**src/rtl/instr_reg_sched.sv**
```systemverilog
// Write-arbitration and read-sequencing controller for a circular instruction register.
// Two round-robin requesters fill the register; entries drain in order through a one-entry output stage.
module instr_reg_sched #(
   parameter int DEPTH = 32,
   parameter int AW    = 5,
   parameter int OP_W  = 32,
   parameter int OPC_W = 4,
   parameter int IW_W  = 2*OP_W+OPC_W+64
) (
   input  logic                   clk,
   input  logic                   reset_n,
   input  logic                   req0_valid,
   input  logic                   req1_valid,
   output logic                   req0_ready,
   output logic                   req1_ready,
   input  logic signed [OP_W-1:0] req0_opa,
   input  logic signed [OP_W-1:0] req1_opa,
   input  logic signed [OP_W-1:0] req0_opb,
   input  logic signed [OP_W-1:0] req1_opb,
   input  logic [OPC_W-1:0]       req0_opc,
   input  logic [OPC_W-1:0]       req1_opc,
   output logic                   load_en,
   output logic [AW-1:0]          write_pointer,
   output logic signed [OP_W-1:0] operand_a,
   output logic signed [OP_W-1:0] operand_b,
   output logic [OPC_W-1:0]       opcode,
   output logic [AW-1:0]          read_pointer,
   input  logic [IW_W-1:0]        instruction_word,
   output logic                   cons_valid,
   input  logic                   cons_ready,
   output logic [IW_W-1:0]        cons_iw,
   output logic [AW:0]            count,
   output logic                   full,
   output logic                   empty
);

   logic                   load_en_q, load_en_d;
   logic [AW-1:0]          wp_q, wp_d;
   logic signed [OP_W-1:0] opa_q, opa_d;
   logic signed [OP_W-1:0] opb_q, opb_d;
   logic [OPC_W-1:0]       opc_q, opc_d;
   logic [AW-1:0]          wr_ptr_q, wr_ptr_d;
   logic [AW-1:0]          rd_ptr_q, rd_ptr_d;
   logic [AW:0]            count_q, count_d;
   logic                   last_grant_q, last_grant_d;   // 1: req1 was granted last
   logic                   cons_valid_q, cons_valid_d;
   logic [IW_W-1:0]        cons_iw_q, cons_iw_d;

   logic       grant0, grant1, accept, pop;
   logic [AW+1:0] fill;

   // Fill counts the write still in flight so a slot is never handed out twice.
   assign fill  = {1'b0, count_q} + (AW+2)'(load_en_q);
   assign full  = (fill == (AW+2)'(DEPTH));
   assign empty = (count_q == '0);

   always_comb begin
      // NOTE: every signal gets a default first so no path leaves it unassigned (no latch).
      load_en_d    = 1'b0;
      wp_d         = wp_q;
      opa_d        = opa_q;
      opb_d        = opb_q;
      opc_d        = opc_q;
      wr_ptr_d     = wr_ptr_q;
      rd_ptr_d     = rd_ptr_q;
      count_d      = count_q;
      last_grant_d = last_grant_q;
      cons_valid_d = cons_valid_q;
      cons_iw_d    = cons_iw_q;

      grant0     = req0_valid & (~req1_valid | last_grant_q);
      grant1     = req1_valid & (~req0_valid | ~last_grant_q);
      req0_ready = grant0 & ~full & reset_n;
      req1_ready = grant1 & ~full & reset_n;
      accept     = req0_ready | req1_ready;
      pop        = (count_q != '0) & (~cons_valid_q | cons_ready);

      if (accept) begin
         load_en_d    = 1'b1;
         wp_d         = wr_ptr_q;
         wr_ptr_d     = wr_ptr_q + AW'(1);
         last_grant_d = req1_ready;
         opa_d        = req1_ready ? req1_opa : req0_opa;
         opb_d        = req1_ready ? req1_opb : req0_opb;
         opc_d        = req1_ready ? req1_opc : req0_opc;
      end

      if (pop) begin
         cons_iw_d    = instruction_word;
         cons_valid_d = 1'b1;
         rd_ptr_d     = rd_ptr_q + AW'(1);
      end else if (cons_ready) begin
         cons_valid_d = 1'b0;
      end

      case ({load_en_q, pop})
         2'b10:   count_d = count_q + (AW+1)'(1);
         2'b01:   count_d = count_q - (AW+1)'(1);
         default: count_d = count_q;
      endcase
   end

   // NOTE: state registers use non-blocking assignments so all flops update together at the edge.
   always_ff @(posedge clk) begin
      if (!reset_n) begin
         load_en_q    <= 1'b0;
         wp_q         <= '0;
         opa_q        <= '0;
         opb_q        <= '0;
         opc_q        <= '0;
         wr_ptr_q     <= '0;
         rd_ptr_q     <= '0;
         count_q      <= '0;
         last_grant_q <= 1'b1;
         cons_valid_q <= 1'b0;
         cons_iw_q    <= '0;
      end else begin
         load_en_q    <= load_en_d;
         wp_q         <= wp_d;
         opa_q        <= opa_d;
         opb_q        <= opb_d;
         opc_q        <= opc_d;
         wr_ptr_q     <= wr_ptr_d;
         rd_ptr_q     <= rd_ptr_d;
         count_q      <= count_d;
         last_grant_q <= last_grant_d;
         cons_valid_q <= cons_valid_d;
         cons_iw_q    <= cons_iw_d;
      end
   end

   assign load_en       = load_en_q;
   assign write_pointer = wp_q;
   assign operand_a     = opa_q;
   assign operand_b     = opb_q;
   assign opcode        = opc_q;
   assign read_pointer  = rd_ptr_q;
   assign cons_valid    = cons_valid_q;
   assign cons_iw       = cons_iw_q;
   assign count         = count_q;

endmodule
```
**config.mk**
```make
export PLATFORM = sky130hd
export DESIGN_NAME = instr_reg_sched
export DESIGN_NICKNAME = d
export VERILOG_FILES = /design/src/rtl/instr_reg_sched.sv
export SDC_FILE = /design/constraint.sdc
export NUM_CORES = 1
export LEC_CHECK = 0
export BUFFER_PORTS_ARGS = -buffer_cell sky130_fd_sc_hd__buf_4
export CAP_MARGIN = 20
export CELL_PAD_IN_SITES_DETAIL_PLACEMENT = 1
export CELL_PAD_IN_SITES_GLOBAL_PLACEMENT = 1
export CORE_AREA = 2 2 190 192
export DETAILED_ROUTE_END_ITERATION = 8
export DIE_AREA = 0 0 192 194
export PLACE_DENSITY_LB_ADDON = 0.1
export SYNTH_ARGS = -nofsm -noshare
export SYNTH_HDL_FRONTEND = slang
export SYNTH_SLANG_ARGS = --single-unit
```
**constraint.sdc**
```tcl
create_clock -name clk -period 4.6 [get_ports clk]
set_clock_uncertainty 0.15 [all_clocks]
set_input_delay 0.92 -clock clk [delete_from_list [all_inputs] [get_ports clk]]
set_output_delay 0.92 -clock clk [all_outputs]
set_load 0.005 [all_outputs]
```
==> key figures <==
Run status
  – Status: complete, no violations

Pwr
  – Pwr dens: around 550 nW/um2
  – VDD IR max: roughly 370 uV
  – Overall power: between 7 and 8 mW
  – P_leak: about 6.3 nW

Yosys
  – Post-synth ARST share: 0
  – Yosys warns: 0
  – Post-synthesis mux area share: 0.00773
  – Post-Synth XOR/XNOR Area: 0.00677
  – Adder-Cell Fraction of Synth Area: 0.0146
  – Sequential area share after synthesis: 0.495
  – Gate Count Post-Synth: approximately 1100
  – Post-synth top area cell: dfxtp_1
  – Distinct cells, synth: between 40 and 50
  – Top cells by count, synth: nand2_1, dfxtp_1, a21boi_0, a31oi_1, o21ai_1
  – Compound-gate portion of the synthesized area: 0.223
  – Top-area cell type share of the netlist area: 0.495
  – Post-Synth Simple-Gate Area: 0.199
  – Syn Nets: ~1400
  – Largest family of logic cells by synthesized area: compound AO/OA/AOI/OAI gates
  – Count leader, synth: nand2_1
  – Ranking of synthesized cells by area: dfxtp_1, nand2_1, a21boi_0, a31oi_1, o21ai_1
  – Post-synth EDFFs: 0
  – Avg Synthesized Cell Area: about 8.3 um2
  – Netlist Area Pre-Place: between 9000 and 10000 um2
  – Primary FF master, synth: dfxtp_1
  – Flops & latches, synth: roughly 220

Timing
  – Worst slew pin tran: 0.932 ns
  – Final setup violating endpoints: 0
  – Final period util: 0.772
  – Final Critical Period: between 3 and 4 ns
  – Final hold vios: 0
  – Max Freq: 0.282 GHz
  – RSZ-0062 raised after global routing: false
  – Setup TNS: 0 ns
  – Max-slew violation count: 0
  – Headroom to the max-slew limit: 0.379

Global route
  – First-pass GRT wire length: between 50000 and 60000 um
  – Pin count of the biggest net entering global routing: 91
  – Number of global-route vias before repair: 9243
  – Initial antenna violation count: 1
  – GRT Util Overall: 0.188
  – GR Overflow Total: 0

Routing
  – Vias/cell: about 4.5
  – First-pass DRT Iterations: 4
  – Vias: a little over 9000
  – Drt total wl: 36800 um
  – WL/cell: between 15 and 20 um
  – DR DRC count: 0
  – Drt first-iter violations: about 230
  – Final ANT Viol Nets: 0

Setup path
  – Critical path endpoint category: primary output
  – Crit-path most repeated cell: ha_1
  – Req. time, crit path: 3.53 ns
  – Worst r2r path cells: 9
  – Critical Path Start Type: flip-flop
  – CP peak stage delay: between 0.3 and 0.4 ns
  – Worst EP arrival: 2.48 ns
  – Critical path class: flip-flop to primary output
  – Crit-path slowest cell: dfxtp_1
  – Crit-path max FO: 6
  – CP Cell Sequence: ha_1 > ha_1 > and4bb_2 > a22oi_4 > o2111ai_4 > inv_1 > buf_4

Die
  – Die area: approximately 37000 um2
  – Row Count: 69
  – Die width: 192 um
  – Core Area: roughly 35000 um2
  – # IOs: approximately 500
  – Die H: a little under 200 um
  – Initial Util: 0.257

Placement
  – Cells after DPL: 1971
  – HPWL Detailed: between 20000 and 30000 um
  – Placer Congestion: approximately 0.77
  – PortBufs: about 490

Clock network
  – Root buffer cell: clkbuf_16
  – CTS H-tree depth: 1
  – # Post-CTS Setup Buffers: 0
  – Clock slew at reported path FFs: 0.06 ns
  – Post-cts gate resize count: 0
  – CTS Sinks: approximately 220
  – Cts hold-fix bufs: 0
  – CTS Buffer Depth: 3
  – Worst-Skew Late Latency: ~0.53 ns
  – CTS Buf Count: 28
  – CTS tree: yes

Layout
  – # nets final: between 1500 and 2000
  – Proportion of layout cells with a drive suffix above 1: 0.357
  – Area delta synth->final: 53.8%
  – # fillers: 4256
  – Final cell count without fillers: roughly 2000

Min path
  – Hold/Removal Path Class: flip-flop to flip-flop
  – Worst hold path cell count: 2

Flow run
  – Max Cap Violations: 0
[worst paths after layout]
path	from	to	slack, ns
setup / recovery	count[0]$_SDFFE_PN0P_	req1_ready	1.05
hold / removal	cons_iw[123]$_SDFFE_PN0P_	cons_iw[123]$_SDFFE_PN0P_	0.31
setup reg to reg	count[0]$_SDFFE_PN0P_	opcode[1]$_SDFFE_PN0P_	1.13
hold reg to reg	cons_iw[123]$_SDFFE_PN0P_	cons_iw[123]$_SDFFE_PN0P_	0.31
[power by group]
part / total (mW) / switching (mW) / internal, mW
Sequential: 2.67 / 0.271 / 2.40
Clock: 2.20 / 0.860 / 1.34
Combinational: 2.78 / 1.57 / 1.21
[through the flow]
step	util	worst slack [ns]	area, um2	hold WS [ns]
6_report	0.396	1.05	13900	0.312
5_1_grt	0.396	0.837	13900	0.333
4_1_cts	0.395	0.986	13900	0.317
3_5_place_dp	0.369	1.12	13000	0.309
3_3_place_gp	0.369	1.25	13000	0.303
2_1_floorplan	-	1.41	9060	0.290
[registers in the layout (all words and copies together) (netlist names)]
signal and cells:
operand_b 32, last_grant_q 1, opcode 4, count 6, wr_ptr_q 5, cons_iw 132, write_pointer 5, operand_a 32
cons_valid 1, load_en 1, read_pointer 5
[final cells by class]
| class | count | area, um2 | share of cell area |
|---|---|---|---|
| Inverter | 11 | 43.8 | 0.00314 |
| Timing Repair Buffer | 504 | 3790 | 0.272 |
| Sequential cell | 224 | 4480 | 0.322 |
| Clock buffer | 41 | 821 | 0.0589 |
| Multi-Input combinational cell | 771 | 4120 | 0.295 |
| Antenna cell | 1 | 2.50 | 0.000180 |
| Clock inverter | 10 | 103 | 0.00736 |
| Tap cell | 461 | 577 | 0.0414 |
[kinds of logic after synthesis]
group / count (synthesis)
compound gates: 296
xor+xnor: 7
mux: 7
simple gates: 451
buf+inv: 96
flops: 224
fa+ha+maj: 10
[cells in the final DEF, fill, tap and decap left out, drive strengths merged, types with 6 or more instances in the layout]
| cell | netlist | routed |
|---|---|---|
| buf | 54 | 504 |
| inv | 11 | 11 |
| nand2 | 410 | 410 |
| a31oi | 70 | 70 |
| nor2b | 10 | 10 |
| o211ai | 6 | 6 |
| a21boi | 134 | 134 |
| and2 | 10 | 10 |
| ha | 9 | 9 |
| mux2i | 7 | 7 |
| dfxtp | 224 | 224 |
| clkbuf | 31 | 41 |
| clkinv | 0 | 7 |
| o21ai | 72 | 72 |
[routing by layer]
| layer | wire length [um] | GRT usage | vias to the layer above |
|---|---|---|---|
| met1 | 14300 | 0.212 | 4236 |
| li1 | - | - | 4538 |
| met5 | 0 | 0 | - |
| met2 | 17900 | 0.335 | 313 |
| met3 | 3840 | 0.0708 | 37 |
| met4 | 692 | 0.0427 | 0 |
[worst max-delay path: cells and delay by family (launching register included)]
kind / cells / cell delay [ns]
buffers and inverters: 2 / 0.27
AO/OA/AOI/OAI: 2 / 0.43
flip-flops: 1 / 0.38
adder cells (fa/ha/maj): 2 / 0.59
AND/OR/NAND/NOR: 1 / 0.27
Note: power is estimated with default switching activity, not from simulation.
